===== config.mk =====
export PLATFORM = sky130hd
export DESIGN_NAME = rtc_bus_ctrl_flat
export DESIGN_NICKNAME = d
export VERILOG_FILES = /design/src/rtl/rtc_bus_ctrl_if.sv /design/src/rtl/rtc_bus_ctrl.sv /design/src/flat_wrapper.sv
export SDC_FILE = /design/constraint.sdc
export NUM_CORES = 1
export LEC_CHECK = 0
export CAP_MARGIN = 10
export CORE_UTILIZATION = 53
export CTS_CLUSTER_DIAMETER = 40
export DETAILED_ROUTE_END_ITERATION = 10
export PLACE_DENSITY = 0.83
export SETUP_SLACK_MARGIN = 0.5
export SYNTH_ARGS = -nofsm -noshare
export SYNTH_HDL_FRONTEND = slang
export SYNTH_SLANG_ARGS = --single-unit

===== constraint.sdc =====
create_clock -name clk -period 3.8 [get_ports clk]
set_input_delay 0.38 -clock clk [delete_from_list [all_inputs] [get_ports clk]]
set_output_delay 0.38 -clock clk [all_outputs]
set_load 0.02 [all_outputs]

===== src/rtl/rtc_bus_ctrl_if.sv =====
// Bus bundle between the RTC controller and its client: request side
// (start/rw/addr/Data), the multiplexed RTC pins and the status outputs.
`timescale 1ns/1ps
interface rtc_bus_ctrl_if;
  logic       start;
  logic       rw;
  logic [7:0] addr;
  logic [7:0] Data;
  logic [7:0] ad_in;
  logic [7:0] ad_out;
  logic       ad_oe;
  logic       cs_n;
  logic       rd_n;
  logic       wr_n;
  logic       a_d;
  logic [7:0] rd_data;
  logic       busy;
  logic       done;

  modport master (
    output start, rw, addr, Data, ad_in,
    input  ad_out, ad_oe, cs_n, rd_n, wr_n, a_d, rd_data, busy, done
  );

  modport slave (
    input  start, rw, addr, Data, ad_in,
    output ad_out, ad_oe, cs_n, rd_n, wr_n, a_d, rd_data, busy, done
  );
endinterface


===== src/rtl/rtc_bus_ctrl.sv =====
// Multiplexed address/data bus master for the external RTC: one address
// phase then one data phase, each with programmable setup/pulse/hold.
`timescale 1ns/1ps
module rtc_bus_ctrl #(
  parameter int T_SETUP = 2,
  parameter int T_PULSE = 4,
  parameter int T_HOLD  = 2,
  parameter int T_GAP   = 2
) (
  input  logic          clk,
  input  logic          reset,
  rtc_bus_ctrl_if.slave bus
);

  typedef enum logic [3:0] {
    S_IDLE, S_A_SETUP, S_A_PULSE, S_A_HOLD, S_GAP,
    S_D_SETUP, S_D_PULSE, S_D_HOLD, S_DONE
  } state_t;

  state_t     r_state, w_state_next;
  logic [7:0] r_cnt, w_cnt_next;
  logic       r_rw;
  logic [7:0] r_addr, r_data;
  logic [7:0] w_addr_eff;

  logic [7:0] r_ad_out, w_ad_out_next;
  logic       r_ad_oe, w_ad_oe_next;
  logic       r_cs_n, w_cs_n_next;
  logic       r_rd_n, w_rd_n_next;
  logic       r_wr_n, w_wr_n_next;
  logic       r_a_d, w_a_d_next;
  logic       r_busy, w_busy_next;
  logic       r_done, w_done_next;
  logic [7:0] r_rd_data;

  function automatic logic [7:0] f_load(input state_t s);
    case (s)
      S_A_SETUP, S_D_SETUP: f_load = 8'(T_SETUP - 1);
      S_A_PULSE, S_D_PULSE: f_load = 8'(T_PULSE - 1);
      S_A_HOLD,  S_D_HOLD:  f_load = 8'(T_HOLD - 1);
      S_GAP:                f_load = 8'(T_GAP - 1);
      default:              f_load = 8'd0;
    endcase
  endfunction

  // State register
  always_ff @(posedge clk) begin
    if (!reset) begin
      r_state <= S_IDLE;
      r_cnt   <= 8'd0;
    end else begin
      r_state <= w_state_next;
      r_cnt   <= w_cnt_next;
    end
  end

  // Next-state logic
  always_comb begin
    w_state_next = r_state;
    case (r_state)
      S_IDLE:    if (bus.start)    w_state_next = S_A_SETUP;
      S_A_SETUP: if (r_cnt == 8'd0) w_state_next = S_A_PULSE;
      S_A_PULSE: if (r_cnt == 8'd0) w_state_next = S_A_HOLD;
      S_A_HOLD:  if (r_cnt == 8'd0) w_state_next = S_GAP;
      S_GAP:     if (r_cnt == 8'd0) w_state_next = S_D_SETUP;
      S_D_SETUP: if (r_cnt == 8'd0) w_state_next = S_D_PULSE;
      S_D_PULSE: if (r_cnt == 8'd0) w_state_next = S_D_HOLD;
      S_D_HOLD:  if (r_cnt == 8'd0) w_state_next = S_DONE;
      S_DONE:                       w_state_next = S_IDLE;
      default:                      w_state_next = S_IDLE;
    endcase

    if (w_state_next != r_state) begin
      w_cnt_next = f_load(w_state_next);
    end else if (r_cnt != 8'd0) begin
      w_cnt_next = r_cnt - 8'd1;
    end else begin
      w_cnt_next = r_cnt;
    end
  end

  // The address is not latched yet on the edge that leaves IDLE
  assign w_addr_eff = (r_state == S_IDLE) ? bus.addr : r_addr;

  // Output logic, decoded from the next state so pins move with the state
  always_comb begin
    w_cs_n_next   = 1'b1;
    w_rd_n_next   = 1'b1;
    w_wr_n_next   = 1'b1;
    w_a_d_next    = 1'b1;
    w_ad_oe_next  = 1'b0;
    w_ad_out_next = 8'd0;
    w_busy_next   = (w_state_next != S_IDLE);
    w_done_next   = (w_state_next == S_DONE);
    case (w_state_next)
      S_A_SETUP, S_A_PULSE, S_A_HOLD: begin
        w_cs_n_next   = 1'b0;
        w_a_d_next    = 1'b0;
        w_ad_oe_next  = 1'b1;
        w_ad_out_next = w_addr_eff;
        w_wr_n_next   = (w_state_next != S_A_PULSE);
      end
      S_D_SETUP, S_D_PULSE, S_D_HOLD: begin
        w_cs_n_next = 1'b0;
        if (r_rw) begin
          w_rd_n_next = (w_state_next != S_D_PULSE);
        end else begin
          w_ad_oe_next  = 1'b1;
          w_ad_out_next = r_data;
          w_wr_n_next   = (w_state_next != S_D_PULSE);
        end
      end
      default: ;
    endcase
  end

  // Registered outputs, request latch and read capture
  always_ff @(posedge clk) begin
    if (!reset) begin
      r_rw      <= 1'b0;
      r_addr    <= 8'd0;
      r_data    <= 8'd0;
      r_ad_out  <= 8'd0;
      r_ad_oe   <= 1'b0;
      r_cs_n    <= 1'b1;
      r_rd_n    <= 1'b1;
      r_wr_n    <= 1'b1;
      r_a_d     <= 1'b1;
      r_busy    <= 1'b0;
      r_done    <= 1'b0;
      r_rd_data <= 8'd0;
    end else begin
      if (r_state == S_IDLE && bus.start) begin
        r_rw   <= bus.rw;
        r_addr <= bus.addr;
        r_data <= bus.Data;
      end
      r_ad_out <= w_ad_out_next;
      r_ad_oe  <= w_ad_oe_next;
      r_cs_n   <= w_cs_n_next;
      r_rd_n   <= w_rd_n_next;
      r_wr_n   <= w_wr_n_next;
      r_a_d    <= w_a_d_next;
      r_busy   <= w_busy_next;
      r_done   <= w_done_next;
      // Sample on the edge that ends the read strobe
      if (r_state == S_D_PULSE && r_cnt == 8'd0 && r_rw) begin
        r_rd_data <= bus.ad_in;
      end
    end
  end

  assign bus.ad_out  = r_ad_out;
  assign bus.ad_oe   = r_ad_oe;
  assign bus.cs_n    = r_cs_n;
  assign bus.rd_n    = r_rd_n;
  assign bus.wr_n    = r_wr_n;
  assign bus.a_d     = r_a_d;
  assign bus.busy    = r_busy;
  assign bus.done    = r_done;
  assign bus.rd_data = r_rd_data;

endmodule


===== src/flat_wrapper.sv =====
// flat-port wrapper written by rule: the top's interface ports become plain ports
module rtc_bus_ctrl_flat 
#(
  parameter int T_SETUP = 2,
  parameter int T_PULSE = 4,
  parameter int T_HOLD  = 2,
  parameter int T_GAP   = 2
)
  (clk, reset, bus_start, bus_rw, bus_addr, bus_Data, bus_ad_in, bus_ad_out, bus_ad_oe, bus_cs_n, bus_rd_n, bus_wr_n, bus_a_d, bus_rd_data, bus_busy, bus_done);
  rtc_bus_ctrl_if bus_i ();
  input  logic clk;
  input  logic reset;
  input wire logic [$bits(bus_i.start)-1:0] bus_start;
  input wire logic [$bits(bus_i.rw)-1:0] bus_rw;
  input wire logic [$bits(bus_i.addr)-1:0] bus_addr;
  input wire logic [$bits(bus_i.Data)-1:0] bus_Data;
  input wire logic [$bits(bus_i.ad_in)-1:0] bus_ad_in;
  output wire logic [$bits(bus_i.ad_out)-1:0] bus_ad_out;
  output wire logic [$bits(bus_i.ad_oe)-1:0] bus_ad_oe;
  output wire logic [$bits(bus_i.cs_n)-1:0] bus_cs_n;
  output wire logic [$bits(bus_i.rd_n)-1:0] bus_rd_n;
  output wire logic [$bits(bus_i.wr_n)-1:0] bus_wr_n;
  output wire logic [$bits(bus_i.a_d)-1:0] bus_a_d;
  output wire logic [$bits(bus_i.rd_data)-1:0] bus_rd_data;
  output wire logic [$bits(bus_i.busy)-1:0] bus_busy;
  output wire logic [$bits(bus_i.done)-1:0] bus_done;
  assign bus_i.start = bus_start;
  assign bus_i.rw = bus_rw;
  assign bus_i.addr = bus_addr;
  assign bus_i.Data = bus_Data;
  assign bus_i.ad_in = bus_ad_in;
  assign bus_ad_out = bus_i.ad_out;
  assign bus_ad_oe = bus_i.ad_oe;
  assign bus_cs_n = bus_i.cs_n;
  assign bus_rd_n = bus_i.rd_n;
  assign bus_wr_n = bus_i.wr_n;
  assign bus_a_d = bus_i.a_d;
  assign bus_rd_data = bus_i.rd_data;
  assign bus_busy = bus_i.busy;
  assign bus_done = bus_i.done;
  rtc_bus_ctrl #(.T_SETUP(T_SETUP), .T_PULSE(T_PULSE), .T_HOLD(T_HOLD), .T_GAP(T_GAP)) u_core (.clk(clk), .reset(reset), .bus(bus_i));
endmodule

==> reports/results.ini, run 1 <==
[synth]
yosys_most_used_dff = dfxtp_1
yosysUniqueCellTypes = 42
syn-cell-area_mm2 = 0.002210
synth_edf_count = 0
syn_avg_cell_area_um2 = 9.483
synthCells = 233
synth.ff_latch_count = 52
yosysSeqAreaShare = 0.4711
ys_warn_count = 0
synth_nets = 262
ys_async_sr_fraction = 0

[global_routing]
grt_max_degree = 34
grt_pass1_wl_mm = 7.438
grt_util_met3 = 0.05479
grt_use_met2 = 0.3662
grt_overflow = 0
busiest_layer = met2
grt.total_usage = 0.2235
antenna_found_initial = 0
grt_use_met1 = 0.2730
grt_pass1_vias = 1680

[die]
start_util = 0.5524
die_w_um = 66.57
ios = 51
floorplan.core_area_mm2 = 0.004000
dieArea_mm2 = 0.004432
die_h_um = 66.57
num_rows = 23

[critical_path]
critical_path_class = flip-flop to flip-flop
path_max_fanout = 17
r2r_cells = 5
r2r-end = u_core.r_addr[3]
cp_num_cells = 5
crit_path_end = u_core.r_addr[3]
worstSetupStartpoint = u_core.r_state[0]
required_ns = 3.99
cp_slowest_cell = or3_1
crit_family = simple AND/OR/NAND/NOR gates
ff2ff_setup_slack_ns = 1.44
worstPathArrival_ns = 2.54
worstSetupStartpointType = flip-flop
cpPeakStageDelay_ns = 0.55
worstPathCellList = or3_1, nor2_4, nand3b_1, nand2_1, a21boi_0
crit_buf_inv = 0
end_kind = flip-flop
rr_startpoint = u_core.r_state[0]

[worst_hold_path]
hold_class = flip-flop to flip-flop
whs_path_depth = 1

[route]
drt-total-wl_mm = 4.530
dr.pass1.iters = 4
ant_nets = 0
viasPerCell = 5.476
drc = 0
drt-initial-drc-count = 81
vias = 1818
avgRoutedWirePerCell_um = 13.64

[run]
cap_viol_max_count = 0

[clock_tree]
ctsResizeCount = 0
clkLatencyLatePin_ns = 0.30
clock_path_buffers = 2
cts_max_level = 2
ctsHoldBuffers = 0
cts_tree = done
cts_buffers = 5
post_cts_buffers = 0
clk_pin_slew_ns = 0.09
cts_root_buf = clkbuf_8
cts_sinks = 52

[layout]
final_core_util = 0.7100
nNetsFinal = 310
drive_gt1_frac = 0.06028
antenna_cells = 0
syn_to_final_growth_pct = 28.54
fillers = 318

[placement]
numPortBuffers = 50
place_congestion = 0.8158
hpwl_mm = 3.147

[power_and_ir_drop]
irDropWorstVdd_v = 0.0003776
p_per_area_mw_per_mm2 = 750.8
p_leak_nw = 1.123

[sta]
skew_ns = 0.007800
slew_headroom = 0.3130
maxSlewViolCount = 0
worst_pin_slew_ns = 1.027
hold_viol = 0
timing.fmax_mhz = 424.6
finalCritPeriodShare = 0.6198
min_period_ns = 2.355
fin_tns_setup_ns = 0
finalSetupViolCount = 0
rsz0062_at_grt = no

[status]
outcome = finished clean

[power breakdown]
| part | switching [W] | internal [W] |
|---|---|---|
| Sequential | 0.000116 | 0.000674 |
| Clock | 0.000172 | 0.000196 |
| Combinational | 0.000549 | 0.000426 |
| Total | 0.000837 | 0.00130 |
[cell type report]
cell class | instances | area (µm²) | share of cell area
Clock buffer | 6 | 72.57 | 0.02555
Clock inverter | 2 | 35.03 | 0.01233
Inverter | 4 | 15.01 | 0.005286
Multi-Input combinational cell | 168 | 1114 | 0.3921
Sequential cell | 52 | 1041 | 0.3665
Tap cell | 50 | 62.56 | 0.02203
Timing Repair Buffer | 50 | 500.5 | 0.1762
[through the flow]
stage	hold slack [ns]	area, µm²	power [W]	setup slack [ns]	cells
finish	0.4583	2840	0.002133	1.445	332
global route	0.4868	2840	0.002279	1.265	332
CTS	0.4602	2840	0.002142	1.432	332
detailed placement	0.4408	2733	0.001775	1.368	324
global placement	0.4367	2733	0.001756	1.356	324
floorplan	0.4322	2210	0.001529	1.814	233
[state kept, by name (all words and copies together), names as in the netlist]
register            flops
u_core.r_cnt            8
u_core.bus.done         1
u_core.r_rw             1
u_core.bus.rd_data      8
u_core.r_data           8
u_core.bus.a_d          1
u_core.bus.busy         1
u_core.bus.cs_n         1
u_core.bus.wr_n         1
u_core.bus.rd_n         1
u_core.r_addr           8
u_core.r_state          4
u_core.bus.ad_out       8
u_core.bus.ad_oe        1
[layout by cell type (no fill, tap or decap), types with 2 or more instances in the layout]
| cell type | count |
|---|---|
| a21boi_1 | 2 |
| nor3_1 | 4 |
| or3_1 | 3 |
| nand3_1 | 6 |
| mux2_2 | 2 |
| nand2b_1 | 3 |
| clkdlybuf4s50_1 | 50 |
| nor2_1 | 15 |
| mux2i_1 | 17 |
| o2bb2ai_1 | 9 |
| and2_1 | 2 |
| a21boi_0 | 17 |
| nand2_1 | 37 |
| nor2b_1 | 10 |
| o21ai_0 | 4 |
| a21oi_1 | 6 |
| and3_1 | 3 |
| xnor2_1 | 5 |
| dfxtp_1 | 52 |
| inv_1 | 4 |
| nor4_1 | 2 |
| clkbuf_8 | 5 |
| o31ai_1 | 3 |
[cell usage after synthesis (all sizes together) (3+ instances only)]
library cell / instances / area (µm²)
nor3: 5 / 36.29
o21ai: 4 / 20.02
a21boi: 19 / 142.6
nor2: 17 / 73.82
a21oi: 6 / 30.03
clkbuf: 6 / 22.52
nand2b: 3 / 18.77
nor2b: 10 / 62.56
dfxtp: 52 / 1041
xnor2: 5 / 43.79
o31ai: 3 / 22.52
mux2i: 17 / 170.2
nand2: 38 / 150.1
buf: 3 / 17.52
and3: 3 / 18.77
nand3: 6 / 30.03
inv: 4 / 15.01
or3: 3 / 18.77
o2bb2ai: 9 / 78.83
[cell families (layout without fill, tap and decap cells)]
logic type               count (synthesis)  after routing  share of synthesized area
AND/OR/NAND/NOR                         96             96                     0.2367
XOR/XNOR                                 5              5                    0.01982
adder cells (fa/ha/maj)                  1              1                   0.005662
AO/OA/AOI/OAI                           47             47                     0.1546
buffers and inverters                   13             62                    0.02491
flip-flops                              52             52                     0.4711
multiplexers                            19             19                    0.08720
[routing by layer]
layer	up-vias	wire [µm]
met3	9	171
li1	914	-
met4	0	76
met1	853	2032
met5	-	0
met2	42	2249
[worst min-delay path by stage]
stage                           from              endpoint  slack (ns)
finish              u_core.r_data[1]  u_core.bus.ad_out[1]        0.46
global route        u_core.r_data[1]  u_core.bus.ad_out[1]        0.49
CTS                 u_core.r_data[5]  u_core.bus.ad_out[5]        0.46
detailed placement  u_core.r_data[1]  u_core.bus.ad_out[1]        0.44
global placement    u_core.r_data[0]  u_core.bus.ad_out[0]        0.44
floorplan           u_core.r_data[0]  u_core.bus.ad_out[0]        0.43
(Power assumes the default switching activity.)
==> inputs of run 2 (changes only) <==
Settings changed: CORE_UTILIZATION 53 to 44, PLACE_DENSITY 0.83 to 0.73.
Clock period 3.8 ns to 2.1 ns, I/O delays scaled along.
==> run 2 against run 1 <==
Against the previous run:
- hold slack got worse by 0.0054 ns
- final area is 19% higher
- register-to-register slack worse by 1.2 ns
- highest routed layer unchanged
- clock-buffer cell count grew 1
- worst setup slack worse by 1.2 ns
==> reports/results.ini, run 2 (same netlist as run 1, synthesis figures left out) <==
[status]
outcome = finished clean

[sta]
finalCritPeriodShare = 0.8819  ; +0.2622
min_period_ns = 1.852  ; -0.5030 ns
slew_headroom = 0.6766  ; +0.3636
worst_pin_slew_ns = 0.4836  ; -0.5438 ns
rsz0062_at_grt = yes
maxSlewViolCount = 0  ; unchanged
hold_viol = 0  ; unchanged
fin_tns_setup_ns = 0  ; unchanged
finalSetupViolCount = 0  ; unchanged
skew_ns = 0.009241  ; +0.001442 ns
layout_setup_ws_ns = 0.2479  ; -1.197 ns
timing.fmax_mhz = 539.9  ; +27%
holdWs_ns = 0.4530  ; -0.005362 ns

[route]
ant_nets = 0  ; unchanged
drt-total-wl_mm = 5.329  ; +18%
viasPerCell = 5.148  ; -6.0%
drt-initial-drc-count = 128  ; +58%
dr.pass1.iters = 4  ; unchanged
avgRoutedWirePerCell_um = 14.06  ; +3.0%
drc = 0  ; unchanged
vias = 1951  ; +7.3%

[die]
die_h_um = 72.87  ; +9.5%
floorplan.core_area_mm2 = 0.004786  ; +20%
start_util = 0.4617  ; -0.09069
dieArea_mm2 = 0.005309  ; +20%
die_w_um = 72.87  ; +9.5%
ios = 51  ; unchanged
num_rows = 25  ; +8.7%

[clock_tree]
cts_max_level = 2  ; unchanged
clk_pin_slew_ns = 0.10  ; about the same
cts_buffers = 5  ; unchanged
clkLatencyLatePin_ns = 0.31  ; about the same
cts_tree = done
cts_root_buf = clkbuf_8
ctsHoldBuffers = 0  ; unchanged
cts_sinks = 52  ; unchanged
clock_path_buffers = 2  ; unchanged

[worst_hold_path]
hold_end = u_core.r_data[1]
hold_class = input pin to flip-flop
whs_path_depth = 3  ; +2
holdCritStartpoint = bus_Data[1]

[layout]
fillers = 371  ; +17%
multi_input_area_mm2 = 0.001348  ; +21%
final_cell_mix = clkdlybuf4s50_1 (50), dfxtp_1 (46), buf_4 (24)
syn_to_final_growth_pct = 53.11
nNetsFinal = 340  ; +9.7%
antenna_cells = 0  ; unchanged
layout_commonest_cell = clkdlybuf4s50_1
drive_gt1_frac = 0.3045  ; +0.2442
seq_area_mm2 = 0.001054  ; +1.2%

[global_routing]
grt_max_degree = 23  ; -32%
antenna_found_initial = 0  ; unchanged
grt_pass1_wl_mm = 8.418  ; +13%
grt.total_usage = 0.2088  ; -0.01477
grt_overflow = 0  ; unchanged
grt_pass1_vias = 1795  ; +6.8%

[critical_path]
critical_path_class = flip-flop to flip-flop
worstPathCellList = or4_4, nor3_4, buf_12, nand2_8, or3_1, a21boi_1
ff2ff_setup_slack_ns = 0.25  ; -1.20 ns
r2r_cells = 6  ; +1
cp_num_cells = 6  ; +1
worstPathArrival_ns = 2.09  ; -0.45 ns
required_ns = 2.34  ; -1.65 ns
cpPeakStageDelay_ns = 0.56  ; about the same
worstSetupStartpointType = flip-flop
path_max_fanout = 4  ; -13
end_kind = flip-flop
r2r-end = u_core.r_cnt[1]
cp_slowest_cell = or4_4
crit_family = simple AND/OR/NAND/NOR gates
rr_startpoint = u_core.r_cnt[6]
crit_buf_inv = 1  ; +1

[run]
cap_viol_max_count = 0  ; unchanged

[power_and_ir_drop]
p_leak_nw = 1.359  ; +21%
irDropWorstVdd_v = 0.0006940  ; +84%
p_per_area_mw_per_mm2 = 1505  ; +100%
finalPower_w = 0.005092  ; +140%

[placement]
dp_slack_ns = 0.2798  ; -1.088 ns
hpwl_mm = 3.374  ; +7.2%
numPortBuffers = 50  ; unchanged
place_congestion = 0.8366  ; +2.5%

[run 2: cell count changes in the layout (fill, tap and decap cells not counted), sizes merged]
cell    previous run  this run
clkbuf             6         7
clkinv             1         0
buf                0        30
[run 2: how the worst max path moves through the flow]
| stage | from | endpoint | slack (ns) |
|---|---|---|---|
| 2_1_floorplan | u_core.r_cnt[4] | u_core.bus.rd_n | 0.23 |
| 3_3_place_gp | u_core.r_cnt[4] | u_core.bus.rd_n | 0.30 |
| 3_5_place_dp | u_core.r_cnt[4] | u_core.bus.rd_n | 0.28 |
| 4_1_cts | u_core.r_cnt[6] | u_core.bus.rd_n | 0.31 |
| 5_1_grt | u_core.r_cnt[6] | u_core.bus.rd_n | 0.18 |
| 6_report | u_core.r_cnt[6] | u_core.r_cnt[1] | 0.25 |
[run 2: power breakdown]
group | internal, W | switching [W] | leakage (nW)
combinational | 0.00148 | 0.00143 | 0.866
sequential | 0.00124 | 0.000190 | 0.428
clock | 0.000421 | 0.000328 | 0.0645
total | 0.00314 | 0.00195 | 1.36
[run 2: metrics by stage]
stage                       util  area (µm²)  std cells
after floorplan                -        2233        233
after global placement    0.5997        2870        356
final                     0.7069        3383        379
after detailed placement  0.5997        2870        356
after CTS                 0.6578        3148        373
after global routing      0.7069        3383        379
[run 2: cell type report]
type / count / area share
multi-input cells: 168 / 0.3983
flip-flops and latches: 52 / 0.3114
repair buffers: 80 / 0.2237
clock buffers: 7 / 0.02848
well taps: 67 / 0.02478
clock inverters: 1 / 0.008876
inverters: 4 / 0.004438
[run 2: per-layer routing]
metal  share of wire  GRT usage  vias up
met1            0.47     0.2754      927
met2            0.48     0.3333       40
li1                -          -      977
met4           0.013    0.07843        0
met3           0.038    0.04834        7
met5               0          0        -
[run 2: repair_timing]
| action | CTS | global route |
|---|---|---|
| pin swaps | 2 | 37 |
| endpoints found under the setup margin | 46 | 47 |
| gates cloned | 0 | 1 |
| resized for setup | 16 | 45 |
| setup buffers | 9 | 5 |
[run 2: worst reg2reg max path, stage by stage, from the launching register on]
cell and delay [ns]:
dfxtp_2 0.33, or4_4 0.56, nor3_4 0.18, buf_12 0.16
nand2_8 0.05, or3_1 0.36, a21boi_1 0.15
==> inputs of run 3 (changes only) <==
Settings changed: CORE_MARGIN from default to 1.5.
==> run 3 against run 2 <==
Against the previous run:
- sequential power is essentially flat
- hold slack gained 0.011 ns
- utilization shrank 2.3 points
- critical path type unchanged
- flip-flop and latch count is the same
- critical endpoint is now u_core.bus.rd_n
- largest cell class unchanged
==> reports/results.ini, run 3 (same netlist as run 1, synthesis figures left out) <==
[critical_path]
critical_path_class = flip-flop to flip-flop
path_max_fanout = 4  ; unchanged
worstPathCellList = or4_4, nor3_4, buf_6, nand2_4, o2bb2ai_4, or3b_1
r2r-end = u_core.bus.rd_n
end_kind = flip-flop
required_ns = 2.29  ; -0.05 ns
ff2ff_setup_slack_ns = 0.26  ; about the same
r2r_cells = 6  ; unchanged
cp_slowest_cell = or4_4
rr_startpoint = u_core.r_cnt[4]
crit_family = simple AND/OR/NAND/NOR gates
crit_buf_inv = 1  ; unchanged
worstSetupStartpointType = flip-flop
cpPeakStageDelay_ns = 0.56  ; about the same
worstPathArrival_ns = 2.02  ; -0.07 ns

[global_routing]
grt_max_degree = 25  ; +8.7%
grt_util_met3 = 0.05075  ; +0.002412
busiest_layer = met2
grt_pass1_wl_mm = 8.493  ; +0.89%
grt_use_met2 = 0.3413  ; +0.008008
antenna_found_initial = 0  ; unchanged
grt.total_usage = 0.2051  ; -0.003669
grt_overflow = 0  ; unchanged
grt_pass1_vias = 1794  ; -0.056%
grt_use_met1 = 0.2609  ; -0.01454

[route]
vias = 1935  ; -0.82%
avgRoutedWirePerCell_um = 14.46  ; +2.9%
drc = 0  ; unchanged
drt-initial-drc-count = 81  ; -37%
ant_nets = 0  ; unchanged
drt-total-wl_mm = 5.380  ; +0.96%
dr.pass1.iters = 4  ; unchanged
viasPerCell = 5.202  ; +1.0%

[die]
ios = 51  ; unchanged
dieArea_mm2 = 0.005456  ; +2.8%
floorplan.core_area_mm2 = 0.004786  ; unchanged
start_util = 0.4617  ; unchanged
die_w_um = 73.87  ; +1.4%
num_rows = 25  ; unchanged
die_h_um = 73.87  ; +1.4%

[placement]
numPortBuffers = 50  ; unchanged
place_congestion = 0.8461  ; +1.1%
hpwl_mm = 3.374  ; about the same

[worst_hold_path]
hold_class = input pin to flip-flop
holdCritStartpoint = bus_Data[0]
hold_end = u_core.r_data[0]
whs_path_depth = 3  ; unchanged

[power_and_ir_drop]
irDropWorstVdd_v = 0.0007481  ; +7.8%
finalPower_w = 0.004914  ; -3.5%
p_per_area_mw_per_mm2 = 1502  ; -0.21%
p_leak_nw = 1.308  ; -3.7%

[layout]
nNetsFinal = 333  ; -2.1%
final_cell_mix = clkdlybuf4s50_1 (50), dfxtp_1 (47), nand2_1 (20)
antenna_cells = 0  ; unchanged
fillers = 384  ; +3.5%
layout_commonest_cell = clkdlybuf4s50_1
syn_to_final_growth_pct = 48.07
drive_gt1_frac = 0.2820  ; -0.02252

[clock_tree]
clock_path_buffers = 2  ; unchanged
cts_buffers = 5  ; unchanged
cts_tree = done
cts_root_buf = clkbuf_8
cts_max_level = 2  ; unchanged
clk_pin_slew_ns = 0.09  ; about the same
clkLatencyLatePin_ns = 0.30  ; about the same
cts_sinks = 52  ; unchanged

[sta]
fin_tns_setup_ns = 0  ; unchanged
worst_pin_slew_ns = 0.5077  ; +0.02411 ns
timing.fmax_mhz = 543.8  ; +0.72%
slew_headroom = 0.6589  ; -0.01767
finalCritPeriodShare = 0.8756  ; -0.006296
rsz0062_at_grt = yes
min_period_ns = 1.839  ; -0.01322 ns
maxSlewViolCount = 0  ; unchanged
hold_viol = 0  ; unchanged
skew_ns = 0.003816  ; -0.005426 ns
finalSetupViolCount = 0  ; unchanged

[run]
cap_viol_max_count = 0  ; unchanged

[status]
outcome = finished clean

run 3: metrics by stage:
stage,setup WS [ns],std cells,cell area (µm²),hold slack [ns],util
after floorplan,0.2349,233,2233,0.3492,-
final,0.2612,372,3272,0.4643,0.6837
after global routing,0.2064,372,3272,0.4724,0.6837
after CTS,0.2523,369,3103,0.4419,0.6484
after detailed placement,0.2072,353,2848,0.4439,0.5950
after global placement,0.2967,353,2848,0.4417,0.5950
run 3: power breakdown:
part	switching, W	leakage, nW	internal, W
Clock	0.000316	0.0552	0.000354
Combinational	0.00144	0.825	0.00140
Sequential	0.000174	0.428	0.00123
Total	0.00193	1.31	0.00299
run 3: timing repair:
action                                  CTS  global route
gates resized for setup                  18            41
pin swaps                                 6            39
cloned                                    2             0
hold buffers                              0             0
endpoints found under the setup margin   45            51
buffers inserted                          6             3
endpoints found under the hold margin     0             0
run 3: worst register-to-register path, stage by stage, from the launching register on:
cell	delay, ns
dfxtp_2	0.33
or4_4	0.56
nor3_4	0.14
buf_6	0.15
nand2_4	0.07
o2bb2ai_4	0.12
or3b_1	0.36
run 3: area by class of cell:
class,instances,area (µm²),area share
inverters,4,15.01,0.004589
well taps,67,83.83,0.02562
repair buffers,73,719.4,0.2199
clock inverters,2,35.03,0.01071
flip-flops and latches,52,1050,0.3208
multi-input cells,168,1296,0.3962
clock buffers,6,72.57,0.02218
run 3: worst max-delay path by stage:
| stage | to | startpoint | slack, ns | cells past startpoint |
|---|---|---|---|---|
| after detailed placement | u_core.bus.rd_n | u_core.r_cnt[6] | 0.21 | 5 |
| after global routing | u_core.bus.rd_n | u_core.r_cnt[4] | 0.21 | 6 |
| after CTS | u_core.bus.rd_n | u_core.r_cnt[4] | 0.25 | 6 |
| after floorplan | u_core.bus.rd_n | u_core.r_cnt[4] | 0.23 | 5 |
| after global placement | u_core.bus.rd_n | u_core.r_cnt[4] | 0.30 | 5 |
| final | u_core.bus.rd_n | u_core.r_cnt[4] | 0.26 | 6 |
run 3: layer usage:
metal  vias up  part of all wire  wire length [µm]
li1        959                 -                 -
met1       919              0.42              2284
met2        48              0.51              2749
met3         9             0.047               253
met4         0             0.017                93
met5         -                 0                 0
